**src/rtl/ptn_seq_ctrl.sv**
```systemverilog
// Countdown sequencer and row-scan controller for the 16x16 dot-matrix digit display.
// Steps mode 9..4 on frame boundaries while driving a continuously rotating one-hot row strobe.
module ptn_seq_ctrl #(
   parameter int unsigned TICK_DIV         = 1000,
   parameter int unsigned FRAMES_PER_DIGIT = 60
) (
   input  logic        clk,
   input  logic        rst,
   input  logic        start,
   input  logic        pause,
   input  logic        loop_en,
   output logic [3:0]  mode,
   output logic [15:0] row,
   output logic [3:0]  row_idx,
   output logic        busy,
   output logic        done
);

   localparam int unsigned PW = $clog2(TICK_DIV);
   localparam int unsigned DW = $clog2(FRAMES_PER_DIGIT) + 1;

   localparam logic [PW-1:0] PRESC_MAX   = PW'(TICK_DIV - 1);
   localparam logic [DW-1:0] DWELL_MAX   = DW'(FRAMES_PER_DIGIT - 1);
   localparam logic [3:0]    DIGIT_FIRST = 4'd9;
   localparam logic [3:0]    DIGIT_LAST  = 4'd4;

   typedef enum logic [1:0] {
      StIdle,
      StRun,
      StPause,
      StDone
   } state_e;

   logic [PW-1:0] presc_q;
   logic [15:0]   row_q;
   logic [3:0]    row_idx_q;
   logic          tick;
   logic          fend;

   state_e        state_q, state_d;
   logic [3:0]    mode_q, mode_d;
   logic [DW-1:0] dwell_q, dwell_d;
   logic          done_q, done_d;

   assign tick = (presc_q == PRESC_MAX);
   assign fend = tick && (row_idx_q == 4'd15);

   // Prescaler and row scan run in every state so the display never stops refreshing.
   always_ff @(posedge clk or posedge rst) begin
      if (rst) begin
         presc_q   <= '0;
         row_q     <= 16'h0001;
         row_idx_q <= 4'd0;
      end else begin
         if (tick) begin
            presc_q   <= '0;
            row_q     <= {row_q[14:0], row_q[15]};
            row_idx_q <= row_idx_q + 4'd1;
         end else begin
            presc_q <= presc_q + PW'(1);
         end
      end
   end

   always_ff @(posedge clk or posedge rst) begin
      if (rst) begin
         state_q <= StIdle;
         mode_q  <= DIGIT_FIRST;
         dwell_q <= '0;
         done_q  <= 1'b0;
      end else begin
         state_q <= state_d;
         mode_q  <= mode_d;
         dwell_q <= dwell_d;
         done_q  <= done_d;
      end
   end

   always_comb begin
      state_d = state_q;
      mode_d  = mode_q;
      dwell_d = dwell_q;
      done_d  = 1'b0;

      unique case (state_q)
         StIdle: begin
            mode_d = DIGIT_FIRST;
            if (start) begin
               dwell_d = '0;
               state_d = StRun;
            end
         end

         StRun: begin
            if (fend) begin
               if (dwell_q == DWELL_MAX) begin
                  dwell_d = '0;
                  if (mode_q > DIGIT_LAST) begin
                     mode_d = mode_q - 4'd1;
                  end else if (loop_en) begin
                     mode_d = DIGIT_FIRST;
                  end else begin
                     state_d = StDone;
                     done_d  = 1'b1;
                  end
               end else begin
                  dwell_d = dwell_q + DW'(1);
               end
            end
            // The frame update above lands first; a finished countdown is not paused.
            if (pause && (state_d == StRun)) begin
               state_d = StPause;
            end
         end

         StPause: begin
            if (pause) begin
               state_d = StRun;
            end
         end

         StDone: begin
            mode_d = DIGIT_LAST;
            if (start) begin
               mode_d  = DIGIT_FIRST;
               dwell_d = '0;
               state_d = StRun;
            end
         end

         default: begin
            state_d = StIdle;
         end
      endcase
   end

   assign mode    = mode_q;
   assign row     = row_q;
   assign row_idx = row_idx_q;
   assign busy    = (state_q == StRun) || (state_q == StPause);
   assign done    = done_q;

endmodule

```
**config.mk**
```make
export PLATFORM = sky130hd
export DESIGN_NAME = ptn_seq_ctrl
export DESIGN_NICKNAME = d
export VERILOG_FILES = /design/src/rtl/ptn_seq_ctrl.sv
export SDC_FILE = /design/constraint.sdc
export NUM_CORES = 1
export LEC_CHECK = 0
export ABC_CLOCK_PERIOD_IN_PS = 2710
export BUFFER_PORTS_ARGS = -buffer_cell sky130_fd_sc_hd__buf_4
export CORE_AREA = 2 2 77 79
export DETAILED_ROUTE_END_ITERATION = 12
export DIE_AREA = 0 0 79 81
export MAX_ROUTING_LAYER = met4
export PLACE_DENSITY = 0.69
export SLEW_MARGIN = 20
export SYNTH_ARGS = -nofsm -noshare
export SYNTH_HDL_FRONTEND = slang
export SYNTH_SLANG_ARGS = --single-unit
export TNS_END_PERCENT = 50
```
**constraint.sdc**
```tcl
create_clock -name clk -period 2.71 [get_ports clk]
set_input_delay 0.542 -clock clk [delete_from_list [all_inputs] [get_ports clk]]
set_output_delay 0.542 -clock clk [all_outputs]
set_load 0.05 [all_outputs]
```
## Word level (Yosys, flattened, before mapping)

Cells that the tools add are included.

| operators by class | value |
|---|---|
| add/subtract/negate cells | 4 |
| order comparisons | 1 |
| eq/ne operators | 12 |
| muxes and demuxes | 25 |
| reduce and logical (&&, ||, !) cells | 10 |

Operators by type and width:

| operator | number |
|---|---|
| 7-bit two-way mux | 3 |
| 4-bit two-way mux | 5 |
| 2-bit two-way mux | 8 |
| 7-bit case mux with 2 select lines | 1 |
| 4-bit case mux with 3 select lines | 1 |
| 10-bit by 1-bit adder with 10-bit output (second input constant) | 1 |
| 10-bit == test (second input constant) | 1 |
| 10-bit two-way mux | 1 |
| 7-bit by 1-bit adder with 7-bit output (second input constant) | 1 |
| 7-bit by 6-bit == test with 1-bit output (second input constant) | 1 |
| 2-bit != test (second input constant) | 3 |
| 2-bit case mux with 3 select lines | 1 |
| 1-bit two-way mux | 5 |
| 4-bit by 1-bit adder with 4-bit output (second input constant) | 1 |
| 2-bit by 1-bit == test with 1-bit output (second input constant) | 2 |
| 2-bit == test (second input constant) | 2 |
| 4-bit == test (second input constant) | 1 |
| 4-bit by 3-bit greater-than comparator with 1-bit output (second input constant) | 1 |
| 4-bit AND reduction | 1 |
| 4-bit by 1-bit subtractor with 4-bit output (second input constant) | 1 |
| 3-bit != test (second input constant) | 1 |
| 3-bit AND reduction | 1 |
| 3-bit nonzero test | 1 |
| 1-bit logical AND | 2 |
| 6 further kinds | 6 |

| word-level totals | value |
|---|---|
| bits in registers | 44 |
| bits of input ports | 5 |
| output and inout bits | 26 |
| logic and storage cells | 59 |

## Logic depth before layout (Yosys ltp)

| logic depth | value |
|---|---|
| depth after elaboration | 9 |
| mapped depth | 7 |
| gate-level depth less buffers | 6 |

## Worst setup path after synthesis

Ideal clock, no wire load.

| timing | value |
|---|---|
| path kind | register to register |
| start point | reg row_idx_q[0], in the netlist row_idx[0] |
| end point | reg dwell_q[1] |
| library setup time | 0.079 ns |
| arrival time | 2.022 ns |
| required time | 2.631 ns |
| path slack | 0.609 ns |
| stages on the path, launching flop included | 6 |
| buffers on the path | 0 |
| clock period less this slack | 2.101 ns |
| cells stage by stage | dfrtp_1 ha_1 nand3_1 or4_4 a211oi_4 mux2i_1 |

| on the way | value |
|---|---|
| word-level cells in the longest chain between the ends | 4 |

RTL lines:

| item | line | RTL |
|---|---|---|
| start, declared | 36 | `logic [3:0] row_idx_q;` |
| start signal, assigned | 58 | `row_idx_q <= row_idx_q + 4'd1;` |
| 4-bit == test | 46 | `assign fend = tick && (row_idx_q == 4'd15);` |
| 1-bit logical AND | 46 |  |
| 2-bit != test (no source line) | - |  |
| 3-bit AND reduction (no source line) | - |  |
| end signal, assigned | 74 | `dwell_q <= dwell_d;` |
| end, declared | 42 | `logic [DW-1:0] dwell_q, dwell_d;` |

Every way passes these cells.
A chain may end at the register's enable or synchronous reset.

## Worst setup path in the final report

| timing | value |
|---|---|
| start point | reg state_q[1] |
| end point | reg mode_q[3], in the netlist mode[3] |

| on the way | value |
|---|---|
| word-level cells in the longest chain between the ends | 3 |
| elaborated cells on any way between the ends | 9 |
| those cells by class | 5 x eq/ne; 1 x mux; 3 x reduce/logical |

RTL lines:

| item | line | RTL |
|---|---|---|
| start, declared | 40 | `state_e state_q, state_d;` |
| start signal, assigned | 67 | `state_q <= StIdle;` |
| start signal, assigned | 72 | `state_q <= state_d;` |
| 2-bit by 1-bit == test with 1-bit output, or another cell as far along | 85 | `unique case (state_q)` |
| 3-bit != test (no source line), or another cell as far along | - |  |
| 4-bit AND reduction (no source line) | - |  |
| end signal, assigned | 73 | `mode_q <= mode_d;` |
| end, declared | 41 | `logic [3:0] mode_q, mode_d;` |

Parallel ways exist; a longest one is shown, timed or not.

==> run_results.csv <==
group,metric,value,unit
clocking,cts_repair_resize_count,0,
routing,avgRoutedWirePerCell,13.4,um
setup_path,worstRegToRegCells,6,
logic_synthesis,synth_top_cell_by_area,"dfrtp_1",
clocking,clock_path_buffers,2,
floorplan,num_io_pins,31,
setup_path,crit_required,2.91,ns
clocking,cts_tree,"built",
routing,wl_met3,181,um
setup_path,slowest_delay,0.50,ns
global_routing,grt_first_pass_wirelength,7360,um
routing,vias,1628,
setup_path,crit_path_end_kind,"register",
floorplan,row_count,28,
floorplan,core,5680,um2
logic_synthesis,ys.flop_type,"dfrtp_1",
worst_hold_path,hold_path.class,"input pin to async pin",
final_layout,drive_gt1_frac,0.302,
setup_path,path_depth,6,
timing,fin_skew,0.0117,ns
clocking,hold_buffers,0,
logic_synthesis,ys_ff_latch,44,
logic_synthesis,synth_top_area_frac,0.469,
timing,max_freq,470,MHz
floorplan,die_area,6400,um2
setup_path,rr_endpoint,"mode[3]",
pwr,cellPowerDensity,773,nW/um2
routing,final_antenna_net_count,0,
global_routing,grt_pass1_vias,1651,
setup_path,cp_max_fo,11,
timing,finalMaxSlewViolations,0,
floorplan,die_w,79,um
timing,final-hold-violation-count,0,
logic_synthesis,netlist_area,2190,um2
place,finalWeightedCongestion,0.853,
clocking,clk_pin_slew,0.09,ns
logic_synthesis,yosysMostFrequentCell,"dfrtp_1",
setup_path,reg2reg_slack,0.58,ns
clocking,clock-sinks,44,
routing,wl_met2,2020,um
logic_synthesis,synthArstFlopShare,1.00,
timing,rsz0062_at_grt,"false",
routing,drt_iter0_markers,31,
setup_path,slowest_stage,"o311ai_0",
place,dp_hpwl,2970,um
pwr,power_leakage,0.00128,uW
logic_synthesis,syn_avg_cell_area,11.1,um2
setup_path,worst_ep_arrival_time,2.33,ns
global_routing,grt_max_degree,45,
timing,hold_slack,0.361,ns
routing,viasPerCell,5.25,
clocking,cts_max_level,2,
floorplan,dieHeight,81,um
logic_synthesis,synthTopCellsByCount,"dfrtp_1 (41), mux2_2 (17), inv_1 (14), nand2_1 (12)",
final_layout,final_nets,246,
clocking,post_cts_buffers,0,
setup_path,reg2reg_from,"state_q[1]",
global_routing,track_usage,0.148,
run,max_cap_violations,0,
clocking,worst_skew_pair.late_latency,0.30,ns
logic_synthesis,syn_inst,198,
setup_path,critical_path_class,"register to register",
floorplan,initial_core_util,0.386,
global_routing,grt_antenna_before_repair,0,
timing,fin_crit_sh,0.786,
routing,met1_length,1900,um
setup_path,startpoint_type,"register",
setup_path,critical_path.cell_chain,"inv_1 -> ha_1 -> inv_1 -> o311ai_0 -> a21oi_1 -> a221oi_1",
final_layout,diodes,0,
clocking,numCtsBuffers,5,
pwr,vdd_drop_max,0.405,mV
global_routing,overflow,0,
logic_synthesis,ys_seq_area_frac,0.505,
routing,drt_wl_total,4150,um
logic_synthesis,synth_cell_types,43,
place,port_buffers,30,
logic_synthesis,ys.warnings.count,0,
timing,finalSetupViolCount,0,
routing,drtPass1Iterations,4,
final_layout,area_delta_synth_final,20.3,%
timing,tightest_slew,0.539,ns
setup_path,critPathBufInv,2,
logic_synthesis,synthTopCellsByArea,"dfrtp_1 (47%), mux2_2 (8.7%), ha_1 (4.0%), dfstp_2 (3.6%), inv_1 (2.4%)",
clocking,cts_root_buffer,"clkbuf_8",
logic_synthesis,synth_nets,210,
setup_path,cp_common_cell,"inv_1",
outcome,outcome,"finished clean",
timing,min_period,2.13,ns
timing,slew_headroom,0.641,
timing,fin_setup_tns,0,ns
routing,topRoutingLayerUsed,"met4",
routing,drc,0,
setup_path,cpLargestDelayFamily,"compound AO/OA/AOI/OAI gates",
logic_synthesis,synth_edf_count,0,
## layer usage
metal  track usage  up-vias
met5             -        -
met4        0.0517        0
met3        0.0333        7
met2         0.244       38
met1         0.180      801
li1              -      782
## worst min-delay path, cell delays in order
cell and delay (ns):
buf_4 0.11, clkinv_1 0.03, buf_4 0.45
## report_power, final
group	internal [uW]	switching, uW	leakage, uW	total [uW]
Sequential	735	76.4	0.000577	811
Clock	278	233	0.0000548	510
Combinational	259	455	0.000649	714
## stage by stage
stage	setup WS, ns	total power, uW	instances	utilization	instance area [um2]
after global placement	0.712	1520	302	0.444	2520
after global routing	0.313	2170	310	0.464	2640
after floorplan	0.609	1360	198	-	2190
after detailed placement	0.615	1540	302	0.444	2520
final	0.581	2040	310	0.464	2640
after CTS	0.577	2060	310	0.464	2640
## cell families after synthesis
logic type / after synthesis / share of synthesized area
flip-flops: 44 / 0.505
AO/OA/AOI/OAI: 37 / 0.117
XOR/XNOR: 9 / 0.0360
multiplexers: 20 / 0.101
adder cells (fa/ha/maj): 7 / 0.0400
AND/OR/NAND/NOR: 63 / 0.170
buffers and inverters: 18 / 0.0320
## placed cells by master (no fill, tap or decap), types with 2 or more instances in the layout
| cell | synthesis | layout |
|---|---|---|
| o31ai_1 | 2 | 2 |
| inv_1 | 14 | 13 |
| buf_4 | 0 | 33 |
| mux2_2 | 17 | 17 |
| a21oi_1 | 10 | 10 |
| dfstp_2 | 3 | 3 |
| nand4_1 | 4 | 4 |
| dfrtp_1 | 41 | 41 |
| nand2_1 | 12 | 12 |
| o22ai_1 | 4 | 4 |
| o21a_1 | 2 | 2 |
| nor2_1 | 10 | 10 |
| a31oi_1 | 5 | 5 |
| xor2_1 | 6 | 6 |
| nor2b_1 | 5 | 5 |
| xnor2_1 | 3 | 3 |
| and3_1 | 7 | 7 |
| clkbuf_8 | 0 | 5 |
| or2_2 | 3 | 3 |
| o21ai_0 | 4 | 4 |
| ha_1 | 7 | 7 |
| nand3_1 | 7 | 7 |
| and2_1 | 3 | 3 |
| mux2i_1 | 3 | 3 |
| nand2b_1 | 3 | 3 |
| nor3b_1 | 2 | 2 |
## worst max-delay path by stage
stage	endpoint	slack [ns]	from
floorplan	dwell_q[1]	0.61	row_idx[0]
global placement	dwell_q[1]	0.71	presc_q[0]
detailed placement	mode[3]	0.62	state_q[1]
CTS	mode[3]	0.58	state_q[1]
global route	mode[3]	0.31	state_q[1]
finish	mode[3]	0.58	state_q[1]
## registers in the layout, indices dropped and copies added, names as in the netlist
name,flops
state_q,2
dwell_q,7
mode,4
row,16
presc_q,10
done,1
row_idx,4
## cell type report
class	count	area, um2
well taps	75	93.8
clock buffers	5	68.8
multi-input cells	136	1020
repair buffers	33	248
inverters	14	52.6
clock inverters	3	46.3
fillers	550	3040
flip-flops and latches	44	1100
(Power assumes the default switching activity.)
